===== config.mk =====
export PLATFORM = sky130hd
export DESIGN_NAME = gpio_pattern_sequencer_flat
export DESIGN_NICKNAME = d
export VERILOG_FILES = /design/src/rtl/gpio_pattern_sequencer_if.sv /design/src/rtl/gpio_pattern_sequencer.sv /design/src/flat_wrapper.sv
export SDC_FILE = /design/constraint.sdc
export NUM_CORES = 1
export LEC_CHECK = 0
export ABC_AREA = 1
export ABC_CLOCK_PERIOD_IN_PS = 1600
export CORE_ASPECT_RATIO = 1.25
export CORE_MARGIN = 10
export CORE_UTILIZATION = 54
export CTS_BUF_LIST = sky130_fd_sc_hd__clkbuf_8
export CTS_CLUSTER_SIZE = 40
export DETAILED_ROUTE_END_ITERATION = 12
export HOLD_SLACK_MARGIN = 0.03
export PLACE_DENSITY = 0.78
export SLEW_MARGIN = 20
export SYNTH_ARGS = -nofsm -noshare
export SYNTH_HDL_FRONTEND = slang
export SYNTH_SLANG_ARGS = --single-unit
export TNS_END_PERCENT = 100

===== constraint.sdc =====
create_clock -name clk -period 1.6 [get_ports clk]
set_input_delay 0.32 -clock clk [delete_from_list [all_inputs] [get_ports clk]]
set_output_delay 0.32 -clock clk [all_outputs]
set_load 0.02 [all_outputs]

===== src/rtl/gpio_pattern_sequencer_if.sv =====
// Control/status bundle for gpio_pattern_sequencer.
//   master: the controlling logic (drives start/stop/loop_en and table writes,
//           observes busy/done/step_idx and the a/b pins).
//   slave:  the sequencer itself.
// STEPS and DUR_W must match the parameters of the attached sequencer.
interface gpio_pattern_sequencer_if #(
  parameter int unsigned STEPS = 4,
  parameter int unsigned DUR_W = 8
);
  localparam int unsigned IdxW = $clog2(STEPS);

  logic            start;
  logic            stop;
  logic            loop_en;
  logic            cfg_we;
  logic [IdxW-1:0] cfg_addr;
  logic [1:0]      cfg_pattern;
  logic [DUR_W-1:0] cfg_duration;

  logic            busy;
  logic            done;
  logic [IdxW-1:0] step_idx;
  logic            a;
  logic            b;

  modport master (
    output start, stop, loop_en, cfg_we, cfg_addr, cfg_pattern, cfg_duration,
    input  busy, done, step_idx, a, b
  );

  modport slave (
    input  start, stop, loop_en, cfg_we, cfg_addr, cfg_pattern, cfg_duration,
    output busy, done, step_idx, a, b
  );
endinterface


===== src/rtl/gpio_pattern_sequencer.sv =====
// Programmable pattern scheduler for the two GPIO pins a/b.
// Plays a table of (2-bit pattern, duration) steps in order. Each step lasts
// (duration+1) prescaler ticks; one tick every 2**PRESCALE_W clocks.
// Ports:
//   clk    system clock (HFOSC), single domain
//   rst_n  synchronous active-low reset; also clears the step table
//   bus    gpio_pattern_sequencer_if.slave:
//            start/stop/loop_en   playback control
//            cfg_we/cfg_addr/cfg_pattern/cfg_duration   table write port
//            busy/done/step_idx   status (all registered)
//            a/b                  GPIO pins, pattern bit1/bit0 (registered)
module gpio_pattern_sequencer #(
  parameter int unsigned PRESCALE_W = 4,
  parameter int unsigned STEPS      = 4,
  parameter int unsigned DUR_W      = 8
) (
  input logic                     clk,
  input logic                     rst_n,
  gpio_pattern_sequencer_if.slave bus
);

  localparam int unsigned IdxW = $clog2(STEPS);
  localparam logic [IdxW-1:0] LastIdx = IdxW'(STEPS - 1);

  typedef enum logic [0:0] {StIdle, StRun} state_e;

  state_e                state_q;
  logic [PRESCALE_W-1:0] presc_q;
  logic [DUR_W-1:0]      dcnt_q;
  logic [IdxW-1:0]       step_idx_q;
  logic                  a_q;
  logic                  b_q;
  logic                  busy_q;
  logic                  done_q;

  logic [1:0]       pat_q [STEPS];
  logic [DUR_W-1:0] dur_q [STEPS];

  logic            tick;
  logic            step_end;
  logic [IdxW-1:0] next_idx;

  assign tick     = &presc_q;
  assign step_end = tick && (dcnt_q == dur_q[step_idx_q]);
  assign next_idx = step_idx_q + IdxW'(1);

  always_ff @(posedge clk) begin
    if (!rst_n) begin
      state_q    <= StIdle;
      presc_q    <= '0;
      dcnt_q     <= '0;
      step_idx_q <= '0;
      a_q        <= 1'b0;
      b_q        <= 1'b0;
      busy_q     <= 1'b0;
      done_q     <= 1'b0;
      for (int i = 0; i < int'(STEPS); i++) begin
        pat_q[i] <= '0;
        dur_q[i] <= '0;
      end
    end else begin
      done_q <= 1'b0;

      unique case (state_q)
        StIdle: begin
          // stop wins over a simultaneous start
          if (bus.start && !bus.stop) begin
            state_q    <= StRun;
            presc_q    <= '0;
            dcnt_q     <= '0;
            step_idx_q <= '0;
            {a_q, b_q} <= pat_q[0];
            busy_q     <= 1'b1;
          end
        end

        StRun: begin
          if (bus.stop) begin
            // abort beats any end-of-step on the same edge; no done pulse
            state_q    <= StIdle;
            presc_q    <= '0;
            dcnt_q     <= '0;
            step_idx_q <= '0;
            {a_q, b_q} <= 2'b00;
            busy_q     <= 1'b0;
          end else begin
            presc_q <= presc_q + PRESCALE_W'(1);
            if (tick && !step_end) begin
              dcnt_q <= dcnt_q + DUR_W'(1);
            end else if (step_end) begin
              dcnt_q <= '0;
              if (step_idx_q != LastIdx) begin
                step_idx_q <= next_idx;
                {a_q, b_q} <= pat_q[next_idx];
              end else if (bus.loop_en) begin
                step_idx_q <= '0;
                {a_q, b_q} <= pat_q[0];
              end else begin
                state_q    <= StIdle;
                step_idx_q <= '0;
                {a_q, b_q} <= 2'b00;
                busy_q     <= 1'b0;
                done_q     <= 1'b1;
              end
            end
          end
        end

        default: state_q <= StIdle;
      endcase

      // Table reads above see the pre-write contents (old value on collision).
      if (bus.cfg_we) begin
        pat_q[bus.cfg_addr] <= bus.cfg_pattern;
        dur_q[bus.cfg_addr] <= bus.cfg_duration;
      end
    end
  end

  assign bus.busy     = busy_q;
  assign bus.done     = done_q;
  assign bus.step_idx = step_idx_q;
  assign bus.a        = a_q;
  assign bus.b        = b_q;

endmodule

===== src/flat_wrapper.sv =====
// flat-port wrapper written by rule: the top's interface ports become plain ports
module gpio_pattern_sequencer_flat 
#(
  parameter int unsigned PRESCALE_W = 4,
  parameter int unsigned STEPS      = 4,
  parameter int unsigned DUR_W      = 8
)
  (clk, rst_n, bus_start, bus_stop, bus_loop_en, bus_cfg_we, bus_cfg_addr, bus_cfg_pattern, bus_cfg_duration, bus_busy, bus_done, bus_step_idx, bus_a, bus_b);
  gpio_pattern_sequencer_if #(.STEPS(STEPS), .DUR_W(DUR_W)) bus_i ();
  input logic clk;
  input logic rst_n;
  input wire logic [$bits(bus_i.start)-1:0] bus_start;
  input wire logic [$bits(bus_i.stop)-1:0] bus_stop;
  input wire logic [$bits(bus_i.loop_en)-1:0] bus_loop_en;
  input wire logic [$bits(bus_i.cfg_we)-1:0] bus_cfg_we;
  input wire logic [$bits(bus_i.cfg_addr)-1:0] bus_cfg_addr;
  input wire logic [$bits(bus_i.cfg_pattern)-1:0] bus_cfg_pattern;
  input wire logic [$bits(bus_i.cfg_duration)-1:0] bus_cfg_duration;
  output wire logic [$bits(bus_i.busy)-1:0] bus_busy;
  output wire logic [$bits(bus_i.done)-1:0] bus_done;
  output wire logic [$bits(bus_i.step_idx)-1:0] bus_step_idx;
  output wire logic [$bits(bus_i.a)-1:0] bus_a;
  output wire logic [$bits(bus_i.b)-1:0] bus_b;
  assign bus_i.start = bus_start;
  assign bus_i.stop = bus_stop;
  assign bus_i.loop_en = bus_loop_en;
  assign bus_i.cfg_we = bus_cfg_we;
  assign bus_i.cfg_addr = bus_cfg_addr;
  assign bus_i.cfg_pattern = bus_cfg_pattern;
  assign bus_i.cfg_duration = bus_cfg_duration;
  assign bus_busy = bus_i.busy;
  assign bus_done = bus_i.done;
  assign bus_step_idx = bus_i.step_idx;
  assign bus_a = bus_i.a;
  assign bus_b = bus_i.b;
  gpio_pattern_sequencer #(.PRESCALE_W(PRESCALE_W), .STEPS(STEPS), .DUR_W(DUR_W)) u_core (.clk(clk), .rst_n(rst_n), .bus(bus_i));
endmodule

---- After elaboration in Yosys (flattened, before gate mapping) ----
Memory sizes are Yosys's and may differ from the RTL's. A register that Yosys moved wholly into a read port is not among the register bits.
Cells that the tools add are included.
cells by class
  muxes and demuxes ....................... 55
  equality and inequality tests ........... 8
  reductions and logical operators ........ 12
  bitwise logic cells ..................... 3
  $add $sub $neg .......................... 3
operators by type and width
  cell                                            number
  two-way mux 8 bit                               5
  two-way mux 1 bit                               31
  two-way mux 2 bit                               10
  case mux 8 bit (2 select lines)                 1
  != test 3 bit (second input constant)           4
  adder 8 x 1 -> 8 bit (second input constant)    1
  == test 8 bit                                   1
  two-way mux 4 bit                               2
  case mux 1 bit (2 select lines)                 4
  case mux 4 bit (2 select lines)                 1
  OR reduction 8 bit                              1
  OR reduction 6 bit                              1
  AND reduction 5 bit                             1
  adder 4 x 1 -> 4 bit (second input constant)    1
  != test 4 bit (second input constant)           1
  case mux 2 bit (2 select lines)                 1
  AND reduction 4 bit                             1
  logical AND 1 bit                               3
  NOT 1 bit                                       3
  AND reduction 3 bit                             1
  adder 2 x 1 -> 2 bit (second input constant)    1
  logical NOT 1 bit                               2
  != test 2 x 1 -> 1 bit (second input constant)  1
  != test 2 bit (second input constant)           1
  2 further kinds                                 2
word-level totals
  word-level logic and storage cells ...... 91
  bits in writable memories ............... 40
  memories kept ........................... 2
  flip-flop bits (word level) ............. 19
  bits of input ports ..................... 18
memories
  name          words  width  read ports  clocked after memory_dff  wr ports  RTL line                      source
  u_core.dur_q  4      8      1           1                         4         gpio_pattern_sequencer.sv:37  logic [DUR_W-1:0] dur_q [STEPS];
  u_core.pat_q  4      2      2           0                         4         gpio_pattern_sequencer.sv:36  logic [1:0] pat_q [STEPS];

---- Longest topological paths before layout ----
  depth after elaboration ................. 9
  mapped depth ............................ 16

---- Worst setup path after synthesis ----
Ideal clock, no wire load.
  kind .................................... register to register
  start point ............................. reg u_core.step_idx_q[0] (netlist: u_core.bus.step_idx[0])
  end point ............................... reg u_core.a_q (netlist: u_core.bus.a)
  data arrival time ....................... 1504 ps
  clock period less this slack ............ 1568 ps
  cell stages (with the launch flop) ...... 11
  setup time .............................. 64 ps
  setup slack ............................. 32 ps
  path through ............................ dfxtp_1 -> ha_1 -> a21oi_1 -> o21ai_0 -> o21ai_0 -> nand2_1 -> o21ai_0 -> a22oi_1 -> nand3_1 -> nand2_1 -> nor2_1
between the ends
  longest elaborated chain between the ends .. 7
  elaborated cells between the ends (all ways) .. 8
  those cells by class .................... add/sub (1); eq/ne (1); mux (5); memory (1)
ends and longest elaborated chain
  what                                 RTL line                      source
  start, declared                      gpio_pattern_sequencer.sv:30  logic [IdxW-1:0] step_idx_q;
  start signal, assigned               gpio_pattern_sequencer.sv:93  step_idx_q <= next_idx;
  adder 2 x 1 -> 2 bit                 gpio_pattern_sequencer.sv:45  assign next_idx = step_idx_q + IdxW'(1);
  memory read (4 x 2 bit)              -
  two-way mux 1 bit (*)                gpio_pattern_sequencer.sv:92  if (step_idx_q != LastIdx) begin
  two-way mux 1 bit (*)                gpio_pattern_sequencer.sv:90  end else if (step_end) begin
  two-way mux 1 bit (*)                gpio_pattern_sequencer.sv:88  if (tick && !step_end) begin
  two-way mux 1 bit (*)                gpio_pattern_sequencer.sv:78  if (bus.stop) begin
  case mux 1 bit (2 select lines) (*)  gpio_pattern_sequencer.sv:64  unique case (state_q)
  end signal, assigned                 gpio_pattern_sequencer.sv:72  {a_q, b_q} <= pat_q[0];
  end signal, assigned                 gpio_pattern_sequencer.sv:94  {a_q, b_q} <= pat_q[next_idx];
  end signal, assigned                 gpio_pattern_sequencer.sv:97  {a_q, b_q} <= pat_q[0];
  end, declared                        gpio_pattern_sequencer.sv:31  logic a_q;
Every way passes the cells marked *; elsewhere a longest branch is shown, timed or not. The select of a mux whose other input is x is not followed.
A chain may end at the register's enable or synchronous reset.

==> flow_metrics.env <==
export IMPL_skew_ns=0.00742
export IMPL_drtPass1Iterations=5
export IMPL_multi_input_comb_area_mm2=0.00130
export IMPL_syn_inst=343
export IMPL_dpl_cell_count=447
export IMPL_highest_layer="met4"
export IMPL_slew_headroom_pct=81.5
export IMPL_finalCritPeriodShare_pct=106
export IMPL_drt_total_wl_um=7010
export IMPL_routed_via_density=5.39
export IMPL_internal_power_mw=2.56
export IMPL_nFillCells=386
export IMPL_cts_buffers=9
export IMPL_num_vias=2503
export IMPL_postRouteAntennaNets=0
export IMPL_rsz0062_at_grt="true"
export IMPL_synth_cell_type_count=31
export IMPL_drt_iter0_drc=170
export IMPL_syn_to_final_growth_pct=29.6
export IMPL_violations="negative setup slack"
export IMPL_synth_fp_nets=364
export IMPL_yosysTopAreaCell="edfxtp_1"
export IMPL_port_buffers=23
export IMPL_worst_pin_slew_ns=0.276
export IMPL_power_density_mw_per_mm2=918
export IMPL_register_area_mm2=0.00163
export IMPL_p_leak_nw=1.63
export IMPL_wl_met2_um=3630
export IMPL_final_setup_viol_count=16
export IMPL_initial_core_util_pct=55.2
export IMPL_crit_path_end_kind="flip-flop"
export IMPL_layout_setup_ws_ns=-0.104
export IMPL_grt_usage_pct=15.9
export IMPL_grt_pass1_vias=2448
export IMPL_startpoint_type="flip-flop"
export IMPL_dp_hpwl_um=4700
export IMPL_synth_edf_count=40
export IMPL_stdcell_count=464
export IMPL_avgSynthCellArea_um2=8.63
export IMPL_final_common_cell="nand2_1"
export IMPL_clkSlewWorstSetupHoldPaths_ns=0.07
export IMPL_met1_length_um=2720
export IMPL_synth_top_area_share_pct=40.6
export IMPL_synth_area_mm2=0.00296
export IMPL_synth_flop_cell="edfxtp_1"
export IMPL_cp_data_required_time_ns=1.82
export IMPL_n_antenna_cell=0
export IMPL_drc=0
export IMPL_status="complete, but fails checks"
export IMPL_clockBufferDepth=2
export IMPL_timing_fmax_mhz=587
export IMPL_routabilityCongestion=0.887
export IMPL_h_tree_depth=3
export IMPL_cts_tree="done"
export IMPL_core_mm2=0.00537
export IMPL_synth_seq_cells=61
export IMPL_grt_pass1_wl_um=11000
export IMPL_io_pins=24
export IMPL_final_hold_viol_count=0
export IMPL_dieArea_mm2=0.00886
export IMPL_wl_met3_um=448
export IMPL_p_switching_uw=958
export IMPL_worstSkewPairLatency_ns=0.34
export IMPL_grt_overflow=0
export IMPL_antenna_found_initial=0
export IMPL_max_cap_violations=0
export IMPL_final_nets=417
export IMPL_ir_drop_mv=0.677
export IMPL_hp_class="reg -> reg"
export IMPL_p_clk_share_pct=31.4
export IMPL_final_cell_mix="nand2_1 (69), nor2_1 (57), edfxtp_1 (40)"
export IMPL_pwr_share_comb_pct=16.8
export IMPL_wl_per_cell_um=15.1
export IMPL_arrival_ns=1.93
export IMPL_fin_hold_ws_ns=0.467
export IMPL_cts_sinks=61
export IMPL_yosysSeqAreaShare_pct=54.8
export IMPL_fp_dieW_um=86.2
export IMPL_synthTopCellsByArea="edfxtp_1 (41%), dfxtp_1 (14%), nand2_1 (11%)"
export IMPL_dp_slack_ns=-0.235
export IMPL_finalMaxSlewViolations=0
export IMPL_drive_gt1_share_pct=25.0
export IMPL_yosys_warnings=0
export IMPL_synth_async_reset_ratio_pct=0
export IMPL_die_y_um=103
export IMPL_p_sw_share_pct=27.2
export IMPL_ctsRootBufferMaster="clkbuf_8"
export IMPL_grt_max_degree=17
export IMPL_seq_power_share_pct=51.9
export IMPL_rows=30
export IMPL_worstSetupPathType="reg -> reg"
export IMPL_cp_max_fo=8
export IMPL_min_period_ns=1.70
## final timing paths
kind / to / slack (ns) / cells after the start / from
setup / recovery: flip-flop / -0.10 / 13 / flip-flop
hold / removal: u_core.bus.b / 0.47 / 2 / u_core.bus.b
setup reg to reg: flip-flop / -0.10 / 13 / flip-flop
hold reg to reg: u_core.bus.b / 0.47 / 2 / u_core.bus.b
## registers in the layout (all words and copies together) (netlist names), named ones only
register             cells
u_core.bus.done          1
u_core.state_q           1
u_core.bus.a             1
u_core.presc_q           4
u_core.dur_q            32
u_core.pat_q             8
u_core.bus.b             1
u_core.bus.busy          1
u_core.dcnt_q            8
u_core.bus.step_idx      2
## critical path, cell delays in order (launching register included)
cell     delay (ns)
dfxtp_4        0.39
buf_12         0.16
nand2_2        0.06
nand3_2        0.08
nand2_1        0.09
nand2_1        0.05
nand2_1        0.08
nand3_2        0.09
nor2_4         0.15
nand2_2        0.08
nand3_4        0.12
nand2_8        0.10
nand3_2        0.08
o21ai_2        0.07
## cell type report
cell class                 instances  area share (%)
inverter                          37            3.88
tap                               64            2.09
sequential                        61            42.4
clock buffer                       9            3.23
multi-input combinational        235            33.9
timing repair buffer              52            13.7
clock inverter                     6           0.848
## metrics by stage
stage          cell area, um^2  total power [mW]  TNS [ns]  utilization (%)
2_1_floorplan             2960              2.14         0                -
3_3_place_gp              3480              2.34     -5.60             64.8
3_5_place_dp              3480              2.36     -5.81             64.8
4_1_cts                   3720              3.48    -0.372             69.4
5_1_grt                   3840              3.68     -3.21             71.5
6_report                  3840              3.52     -1.24             71.5
## cells in the mapped netlist, types with 2 or more instances
master and n:
a21oi_1 9, a22oi_1 2, a31oi_1 2, buf_2 2
buf_6 2, clkbuf_1 5, dfxtp_1 21, edfxtp_1 40
ha_1 3, inv_1 34, inv_2 2, nand2_1 84
nand2_2 7, nand2_4 2, nand3_1 28, nand3_2 6
nand4_1 3, nor2_1 59, nor2_2 2, nor3_1 4
o21ai_0 12, xor2_1 5
## what timing repair did
item	CTS	global route
buffers inserted	1	0
setup endpoints to repair	21	18
gates cloned	1	0
hold buffers	0	0
gates resized for setup	23	31
endpoints found under the hold margin	0	0
pin swaps	3	16
## per-layer routing
layer / global-route usage, % / vias up
met5: 0 / -
met1: 16.2 / 1146
li1: - / 1229
met2: 27.2 / 109
met4: 9.99 / 0
met3: 5.53 / 19
## cell families (layout without fill, tap and decap cells)
kind of cell / Yosys count / after routing / share of synthesized area [%]
compound gates: 28 / 28 / 5.28
xor+xnor: 5 / 5 / 1.48
fa+ha+maj: 3 / 3 / 1.27
buf+inv: 47 / 104 / 6.76
flops: 61 / 61 / 54.8
simple gates: 199 / 199 / 30.4
## power groups by stage
stage          combinational, mW  sequential (mW)  clock (mW)
2_1_floorplan              0.289             1.85           0
4_1_cts                    0.543             1.82        1.12
3_5_place_dp               0.511             1.85           0
5_1_grt                    0.649             1.84        1.20
6_report                   0.590             1.83        1.10
3_3_place_gp               0.499             1.84           0
Note: power is estimated with default switching activity, not from simulation.
